[config.mk]
export PLATFORM = sky130hd
export DESIGN_NAME = asteroids_rom_loader_flat
export DESIGN_NICKNAME = d
export VERILOG_FILES = /design/src/rtl/asteroids_rom_loader_if.sv /design/src/rtl/asteroids_rom_loader.sv /design/src/flat_wrapper.sv
export SDC_FILE = /design/constraint.sdc
export NUM_CORES = 1
export LEC_CHECK = 0
export ABC_CLOCK_PERIOD_IN_PS = 1900
export CORE_MARGIN = 3
export CORE_UTILIZATION = 42
export CTS_CLUSTER_SIZE = 30
export DETAILED_ROUTE_END_ITERATION = 8
export PLACE_DENSITY_LB_ADDON = 0.3
export SKIP_CTS_REPAIR_TIMING = 1
export SLEW_MARGIN = 20
export SYNTH_ARGS = -nofsm -noshare
export SYNTH_HDL_FRONTEND = slang
export SYNTH_SLANG_ARGS = --single-unit
[constraint.sdc]
create_clock -name clk_25 -period 1.9 [get_ports clk_25]
set_input_delay 0.285 -clock clk_25 [delete_from_list [all_inputs] [get_ports clk_25]]
set_output_delay 0.285 -clock clk_25 [all_outputs]
set_load 0.1 [all_outputs]
[src/rtl/asteroids_rom_loader_if.sv]
// Download-side and ROM-side signal bundle for asteroids_rom_loader.
// The loader uses the slave view; the HPS/bench side uses master.
interface asteroids_rom_loader_if;
  logic        dn_download;
  logic        dn_wr;
  logic [15:0] dn_addr;
  logic [7:0]  dn_data;
  logic        prog_we;
  logic [12:0] prog_addr;
  logic        vrom_we;
  logic [10:0] vrom_addr;
  logic [7:0]  wdata;
  logic        game_reset_l;
  logic        load_ok;
  logic        load_err;
  logic [15:0] byte_cnt;

  modport slave (
    input  dn_download, dn_wr, dn_addr, dn_data,
    output prog_we, prog_addr, vrom_we, vrom_addr, wdata,
    output game_reset_l, load_ok, load_err, byte_cnt
  );

  modport master (
    output dn_download, dn_wr, dn_addr, dn_data,
    input  prog_we, prog_addr, vrom_we, vrom_addr, wdata,
    input  game_reset_l, load_ok, load_err, byte_cnt
  );
endinterface

[src/rtl/asteroids_rom_loader.sv]
// ROM download sequencer: splits the ioctl byte stream into program/vector ROM writes and
// holds the core in reset until a full image is loaded. Define ROM_CHECKSUM_EN to add a sum check.
module asteroids_rom_loader #(
  parameter int          PROG_BYTES = 6144,
  parameter int          VROM_BYTES = 2048,
  parameter logic [15:0] EXPECT_SUM = 16'h0000
) (
  input  logic clk_25,
  input  logic RESET_L,
  asteroids_rom_loader_if.slave bus
);

  // state | meaning
  // IDLE  | no image yet, core held in reset
  // LOAD  | download window open, bytes accepted
  // CHECK | one cycle to judge count/oob/sum
  // READY | image accepted, core released
  // ERROR | image rejected, core held in reset
  typedef enum logic [2:0] {IDLE, LOAD, CHECK, READY, ERROR} state_t;

  localparam logic [16:0] PROG_END  = 17'(PROG_BYTES);
  localparam logic [16:0] IMG_END   = 17'(PROG_BYTES + VROM_BYTES);
  localparam logic [15:0] VROM_BASE = 16'(PROG_BYTES);

  state_t      state, state_nx;
  logic        dl_q;
  logic        oob;
  logic        dl_rise, dl_fall, start;
  logic        accept_wr, hit_prog, hit_vrom, hit_any;
  logic        image_ok;
  logic [10:0] vrom_off;

  logic        prog_we_q, vrom_we_q;
  logic [12:0] prog_addr_q;
  logic [10:0] vrom_addr_q;
  logic [7:0]  wdata_q;
  logic        game_reset_l_q, load_ok_q, load_err_q;
  logic [15:0] cnt_q;

  assign dl_rise   = bus.dn_download & ~dl_q;
  assign dl_fall   = ~bus.dn_download & dl_q;
  assign hit_prog  = {1'b0, bus.dn_addr} < PROG_END;
  assign hit_vrom  = !hit_prog && ({1'b0, bus.dn_addr} < IMG_END);
  assign hit_any   = hit_prog || hit_vrom;
  assign accept_wr = (state == LOAD) && bus.dn_wr;
  assign start     = dl_rise && ((state == IDLE) || (state == READY) || (state == ERROR));
  // Only the low 11 bits survive into the vector ROM, so the subtract can stay narrow.
  assign vrom_off  = bus.dn_addr[10:0] - VROM_BASE[10:0];

`ifdef ROM_CHECKSUM_EN
  logic [15:0] sum_q;

  always_ff @(posedge clk_25 or negedge RESET_L) begin
    if (!RESET_L) begin
      sum_q <= 16'h0000;
    end else if (start) begin
      sum_q <= 16'h0000;
    end else if (accept_wr && hit_any) begin
      sum_q <= sum_q + {8'h00, bus.dn_data};
    end
  end

  assign image_ok = ({1'b0, cnt_q} == IMG_END) && !oob && (sum_q == EXPECT_SUM);
`else
  logic unused_expect;
  assign unused_expect = ^EXPECT_SUM;
  assign image_ok = ({1'b0, cnt_q} == IMG_END) && !oob;
`endif

  always_ff @(posedge clk_25 or negedge RESET_L) begin
    if (!RESET_L) state <= IDLE;
    else          state <= state_nx;
  end

  always_comb begin
    state_nx = state;
    case (state)
      IDLE:         if (dl_rise) state_nx = LOAD;
      LOAD:         if (dl_fall) state_nx = CHECK;
      CHECK:        state_nx = image_ok ? READY : ERROR;
      READY, ERROR: if (dl_rise) state_nx = LOAD;
      default:      state_nx = IDLE;
    endcase
  end

  always_ff @(posedge clk_25 or negedge RESET_L) begin
    if (!RESET_L) begin
      dl_q           <= 1'b0;
      oob            <= 1'b0;
      prog_we_q      <= 1'b0;
      vrom_we_q      <= 1'b0;
      prog_addr_q    <= '0;
      vrom_addr_q    <= '0;
      wdata_q        <= '0;
      cnt_q          <= '0;
      game_reset_l_q <= 1'b0;
      load_ok_q      <= 1'b0;
      load_err_q     <= 1'b0;
    end else begin
      dl_q      <= bus.dn_download;
      prog_we_q <= accept_wr && hit_prog;
      vrom_we_q <= accept_wr && hit_vrom;
      if (accept_wr && hit_prog) prog_addr_q <= bus.dn_addr[12:0];
      if (accept_wr && hit_vrom) vrom_addr_q <= vrom_off;
      if (accept_wr && hit_any)  wdata_q     <= bus.dn_data;
      if (start) begin
        cnt_q <= '0;
        oob   <= 1'b0;
      end else if (accept_wr) begin
        if (!hit_any)                oob   <= 1'b1;
        else if (cnt_q != 16'hFFFF)  cnt_q <= cnt_q + 16'd1;
      end
      // Status follows the next state so it lines up with the state register.
      game_reset_l_q <= (state_nx == READY);
      load_ok_q      <= (state_nx == READY);
      load_err_q     <= (state_nx == ERROR);
    end
  end

  assign bus.prog_we      = prog_we_q;
  assign bus.prog_addr    = prog_addr_q;
  assign bus.vrom_we      = vrom_we_q;
  assign bus.vrom_addr    = vrom_addr_q;
  assign bus.wdata        = wdata_q;
  assign bus.game_reset_l = game_reset_l_q;
  assign bus.load_ok      = load_ok_q;
  assign bus.load_err     = load_err_q;
  assign bus.byte_cnt     = cnt_q;

endmodule

[src/flat_wrapper.sv]
// flat-port wrapper written by rule: the top's interface ports become plain ports
module asteroids_rom_loader_flat 
#(
  parameter int          PROG_BYTES = 6144,
  parameter int          VROM_BYTES = 2048,
  parameter logic [15:0] EXPECT_SUM = 16'h0000
)
  (clk_25, RESET_L, bus_dn_download, bus_dn_wr, bus_dn_addr, bus_dn_data, bus_prog_we, bus_prog_addr, bus_vrom_we, bus_vrom_addr, bus_wdata, bus_game_reset_l, bus_load_ok, bus_load_err, bus_byte_cnt);
  asteroids_rom_loader_if bus_i ();
  input  logic clk_25;
  input  logic RESET_L;
  input wire logic [$bits(bus_i.dn_download)-1:0] bus_dn_download;
  input wire logic [$bits(bus_i.dn_wr)-1:0] bus_dn_wr;
  input wire logic [$bits(bus_i.dn_addr)-1:0] bus_dn_addr;
  input wire logic [$bits(bus_i.dn_data)-1:0] bus_dn_data;
  output wire logic [$bits(bus_i.prog_we)-1:0] bus_prog_we;
  output wire logic [$bits(bus_i.prog_addr)-1:0] bus_prog_addr;
  output wire logic [$bits(bus_i.vrom_we)-1:0] bus_vrom_we;
  output wire logic [$bits(bus_i.vrom_addr)-1:0] bus_vrom_addr;
  output wire logic [$bits(bus_i.wdata)-1:0] bus_wdata;
  output wire logic [$bits(bus_i.game_reset_l)-1:0] bus_game_reset_l;
  output wire logic [$bits(bus_i.load_ok)-1:0] bus_load_ok;
  output wire logic [$bits(bus_i.load_err)-1:0] bus_load_err;
  output wire logic [$bits(bus_i.byte_cnt)-1:0] bus_byte_cnt;
  assign bus_i.dn_download = bus_dn_download;
  assign bus_i.dn_wr = bus_dn_wr;
  assign bus_i.dn_addr = bus_dn_addr;
  assign bus_i.dn_data = bus_dn_data;
  assign bus_prog_we = bus_i.prog_we;
  assign bus_prog_addr = bus_i.prog_addr;
  assign bus_vrom_we = bus_i.vrom_we;
  assign bus_vrom_addr = bus_i.vrom_addr;
  assign bus_wdata = bus_i.wdata;
  assign bus_game_reset_l = bus_i.game_reset_l;
  assign bus_load_ok = bus_i.load_ok;
  assign bus_load_err = bus_i.load_err;
  assign bus_byte_cnt = bus_i.byte_cnt;
  asteroids_rom_loader #(.PROG_BYTES(PROG_BYTES), .VROM_BYTES(VROM_BYTES), .EXPECT_SUM(EXPECT_SUM)) u_core (.clk_25(clk_25), .RESET_L(RESET_L), .bus(bus_i));
endmodule
## Word-level counts from Yosys, hierarchy flattened

Index checks and enable logic that the tools add are counted.

| operators by class | value |
|---|---|
| add/subtract/negate cells | 1 |
| magnitude comparators | 2 |
| equal/unequal tests | 9 |
| muxes and demuxes | 11 |
| reductions and logical operators | 19 |
| bitwise logic cells | 4 |

Operators with widths:

| operator | count |
|---|---|
| $mux W16 | 4 |
| $add A16 B1 Y16 const B | 1 |
| $eq A16 B14 Y1 const B | 1 |
| $lt A16 B13 Y1 const B | 1 |
| $lt A16 B14 Y1 const B | 1 |
| $ne A16 B16 Y1 const B | 1 |
| $eq A3 B2 Y1 const B | 3 |
| $mux W3 | 3 |
| $pmux W3 S3 | 1 |
| $logic_and A1 B1 Y1 | 7 |
| $eq A3 B3 Y1 const B | 2 |
| $reduce_bool A2 Y1 | 3 |
| $eq A3 B1 Y1 const B | 1 |
| $logic_not A3 Y1 | 1 |
| $logic_or A1 B1 Y1 | 3 |
| $mux W1 | 3 |
| $reduce_and A3 Y1 | 1 |
| $reduce_or A3 Y1 | 1 |
| $and A1 B1 Y1 | 2 |
| $logic_not A1 Y1 | 2 |
| $ne A2 B1 Y1 const B | 1 |
| $not A1 Y1 | 2 |
| $reduce_and A2 Y1 | 1 |

| storage, ports and cells | value |
|---|---|
| register bits | 57 |
| output and inout bits | 53 |
| word-level logic and storage cells | 57 |
| input port bits | 28 |

## Logic depth before layout (Yosys ltp)

| logic depth | value |
|---|---|
| depth in word-level cells | 7 |
| gate-level depth with buffers | 7 |

## Worst setup path after synthesis

Ideal clock, no wire load.

| timing | value |
|---|---|
| path kind | reg2reg |
| start | register u_core.cnt_q[0] (netlist: u_core.bus.byte_cnt[0]) |
| end | register u_core.cnt_q[15] (netlist: u_core.bus.byte_cnt[15]) |
| arrival | 2.300 ns |
| stages on the path, launching flop included | 7 |
| period minus slack after synthesis | 2.378 ns |
| setup slack | -0.478 ns |
| cell sequence | dfrtp_1 ha_1 and3_1 and4_4 buf_6 or4_1 a21oi_1 |

| on the way | value |
|---|---|
| word-level cells in the longest chain between the ends | 5 |
| elaborated cells between the ends (all ways) | 8 |
| those cells by class | add/sub: 1; eq/ne: 1; mux: 4; reduce/logical: 2 |

Ends and longest elaborated chain:

| item | RTL line | RTL |
|---|---|---|
| start: declaration | asteroids_rom_loader.sv:38 | `logic [15:0] cnt_q;` |
| start signal: assignment | asteroids_rom_loader.sv:111 | `else if (cnt_q != 16'hFFFF) cnt_q <= cnt_q + 16'd1;` |
| $add A16 B1 Y16 | asteroids_rom_loader.sv:111 |  |
| $mux W16 | asteroids_rom_loader.sv:111 |  |
| $mux W16 | asteroids_rom_loader.sv:110 | `if (!hit_any) oob <= 1'b1;` |
| $mux W16 | asteroids_rom_loader.sv:109 | `end else if (accept_wr) begin` |
| $mux W16 | asteroids_rom_loader.sv:106 | `if (start) begin` |

Parallel ways exist; a longest one is shown, timed or not. The select of a mux whose other input is x is not followed.
A chain may end at the register's enable or synchronous reset.

## Worst setup path in the final report

| timing | value |
|---|---|
| start | register u_core.cnt_q[0] (netlist: u_core.bus.byte_cnt[0]) |
| end | register u_core.cnt_q[5] (netlist: u_core.bus.byte_cnt[5]) |

The elaborated chain is that of the path after synthesis.

==> impl_results.md <==
- Port bufs: 80
- Met2 usage in global routing: between 30% and 40%
- Internal power: about 2.8 mW
- Iter 0 DRT Violations: roughly 170
- Final hold violations: 0
- Share of power burned in combinational logic: 53.2%
- Outcome: complete, no violations
- Busiest layer in global routing: met2
- Storage element area: approximately 0.0015 mm2
- Met3 routing resource usage after global routing: under 10%
- Critical path start-end classification: flop to flop
- Post-synth top area share: between 50% and 60%
- Max Fanout on Critical Path: 17
- Setup-violating endpoint count in the final report: 0
- Total global routing overflow: 0
- Most numerous cell types in the synthesized netlist: dfrtp_1, nand2_1, mux2_2
- Core region area: between 0.005 and 0.006 mm2
- Number of global-route vias before repair: roughly 2200
- Number of storage elements in the synthesis netlist: 57
- Most instantiated library cell after synthesis: dfrtp_1
- CTS H-tree depth: 3
- Share of power burned in registers: between 20% and 30%
- DRC viols: 0
- Buffer depth of the longest clock path: 2
- Number of sinks driven by the clock tree: 57
- Total wire length after detailed routing: about 6500 um
- Worst slew margin relative to its limit: between 40% and 50%
- Routability congestion estimate: a little over 0.8
- Maximum number of pins on one net before global-route repair: 24
- Count of distinct cell types in the synthesized netlist: 40
- Net switching share of the total power: 52.5%
- Setup crit start kind: flop
- Clock slew seen by the registers of the worst setup and hold paths: roughly 70 ps
- Worst hold-check path type: input pin to asynchronous set/reset pin
- Max Slew Vio Count: 0
- Number of nets at the end of the flow: roughly 360
- Filler Cell Count: around 510
- Synthesized area per cell: around 11 um2
- Reported net switching power: 3.14 mW
- Clock tree root driver cell: clkbuf_8
- Top cells by area in the synthesized netlist: dfrtp_1, mux2_2, nand2_1
- Number of optimization iterations in the first detailed-route pass: 4
- Achievable Freq: 0.546 GHz
- Final worst clock skew: 8.67 ps
- Clock tree from TritonCTS: yes
- Cell area after technology mapping: about 0.0026 mm2
- Pin slew with the least headroom to its limit: about 750 ps
- Die area: 0.00716 mm2
- Initial standard-cell utilization of the core: a little over two fifths
- Global-route wire length before repair: about 11000 um
- Signal arrival time at the worst endpoint: 2090 ps
- Die extent in x: roughly 85 um
- Worst Path Required: 2160 ps
- TNS Setup: 0 ps
- Final Cycle Share: 96.3%
- Share of final-layout standard cells stronger than drive strength 1: between 40% and 50%
- Die height: approximately 85 um
- Clock group share of total power: 17.9%
- Total power: 5.98 mW
- RSZ-0062 raised after global routing: no
- Maximum Capacitance Violations: 0
- Leakage Power: between 1.5 and 2 nW
- Post-Place Setup Slack: -79.2 ps
- Total inserted antenna cells: 0
- Area leader, netlist: dfrtp_1
- Endpoint type of the worst setup path: flop
- Later-pin clock latency in the skew report: ~340 ps
- Average wire length per cell after detail routing: about 16 um
- Ys async rst share: 100%
- Via/cell ratio: roughly 5.3
- Hold Worst Slack: between 400 and 500 ps
- Number of primary I/O pins: 81
- Sequential share of the synthesized area: a little over half
- Overall fraction of global-route tracks in use: roughly a fifth
- Detailed-route via count: roughly 2200
- Number of standard cells after synthesis: roughly 230
- Number of synthesized flops with an enable pin: 0
- Shortest period the worst path allows: 1830 ps
- Placed wire-length estimate: around 4800 um
- Share of the core filled with cells in the final layout: between 60% and 70%
- Area of combinational cells with multiple inputs: about 0.0011 mm2
- P&R area growth vs syn: 42.7%
- Worst voltage drop across the vdd grid: 1.83 mV
- Num rows: 28
- Worst path setup slack after routing: about 70 ps
- Routing usage on met1: approximately a quarter
- Synth Warn #: 0
- Antenna violations before repair: 0
- TritonCTS Buffers: 9
- Total nets after synthesis: between 200 and 300
- Most common flop cell mapped by yosys: dfrtp_1
- Remaining number of nets flagged by the antenna check after routing: 0
- Power per standard cell area: 1610 mW/mm2
## layer usage
| layer | vias to the layer above | routed length (um) |
|---|---|---|
| met5 | - | 0 |
| met4 | 0 | 89 |
| met3 | 9 | 344 |
| met2 | 57 | 3270 |
| met1 | 1057 | 2820 |
| li1 | 1043 | - |
## worst max-delay path, cell delays in order (launching register included)
cell,delay (ps)
dfrtp_4,530
ha_4,180
and3_4,190
and4_4,210
or4_1,510
a21oi_1,130
## power by group through the flow
stage | clock [mW] | sequential, mW | combinational [mW]
6_report | 1.07 | 1.72 | 3.18
5_1_grt | 1.16 | 1.78 | 3.29
4_1_cts | 1.10 | 1.73 | 3.20
3_5_place_dp | 0 | 1.74 | 3.20
3_3_place_gp | 0 | 1.74 | 3.16
2_1_floorplan | 0 | 3.68 | 0.492
## layout by cell type (no fill, tap or decap), types with 2 or more instances in the layout
| cell type | instances |
|---|---|
| and2_1 | 2 |
| and4_4 | 3 |
| and4_1 | 3 |
| clkinv_2 | 3 |
| dfrtp_1 | 41 |
| and4bb_2 | 2 |
| clkinvlp_4 | 2 |
| nor2_1 | 7 |
| o22a_1 | 2 |
| clkdlybuf4s50_1 | 26 |
| mux2i_1 | 4 |
| o31ai_1 | 8 |
| dfrtp_4 | 2 |
| or4_1 | 7 |
| nand2_1 | 33 |
| mux2_2 | 22 |
| a21oi_1 | 12 |
| o41ai_1 | 2 |
| o21a_1 | 2 |
| o21ai_0 | 5 |
| clkbuf_8 | 9 |
| nor4_1 | 5 |
| o21bai_1 | 2 |
| nand2b_1 | 6 |
| buf_12 | 4 |
| nand4_1 | 5 |
| nor2b_1 | 2 |
| dfrtp_2 | 14 |
| inv_1 | 4 |
| nand3_1 | 10 |
| buf_4 | 66 |
## final timing paths
check,startpoint,endpoint,slack [ps],cells after the start
max,u_core.bus.byte_cnt[0]$_DFFE_PN0P_,u_core.bus.byte_cnt[5]$_DFFE_PN0P_,70,5
min,RESET_L,u_core.bus.byte_cnt[1]$_DFFE_PN0P_,450,2
max reg2reg,u_core.bus.byte_cnt[0]$_DFFE_PN0P_,u_core.bus.byte_cnt[5]$_DFFE_PN0P_,70,5
min reg2reg,u_core.bus.wdata[0]$_DFFE_PN0P_,u_core.bus.wdata[0]$_DFFE_PN0P_,490,2
max in group asynchronous,RESET_L,u_core.bus.prog_addr[0]$_DFFE_PN0P_,840,3
min in group clk_25,bus_dn_data[3],u_core.bus.wdata[3]$_DFFE_PN0P_,470,3
## metrics by stage
step / std cells / cell area, um2
after global placement: 392 / 3510
final: 408 / 3700
after detailed placement: 392 / 3510
after global routing: 408 / 3700
after CTS: 407 / 3690
after floorplan: 231 / 2640
## state kept, by name, indices dropped and copies added (netlist names)
name	cells
u_core.bus.byte_cnt	16
u_core.bus.load_err	1
u_core.bus.wdata	8
u_core.bus.prog_addr	13
u_core.bus.game_reset_l	1
u_core.bus.prog_we	1
u_core.state	3
u_core.dl_q	1
u_core.bus.vrom_we	1
u_core.bus.vrom_addr	11
u_core.oob	1
## final cells by class
| type | instances | area share (%) |
|---|---|---|
| inverters | 4 | 0.405 |
| flip-flops and latches | 57 | 39.2 |
| multi-input cells | 159 | 30.0 |
| clock buffers | 9 | 3.34 |
| well taps | 75 | 2.53 |
| repair buffers | 98 | 23.0 |
| clock inverters | 6 | 1.62 |
## logic make-up after synthesis
family | Yosys count | synth area share, %
fa+ha+maj | 2 | 0.964
buf+inv | 15 | 2.99
mux | 26 | 11.1
flops | 57 | 54.9
compound gates | 38 | 9.78
simple gates | 93 | 20.2
(Power assumes the default switching activity.)
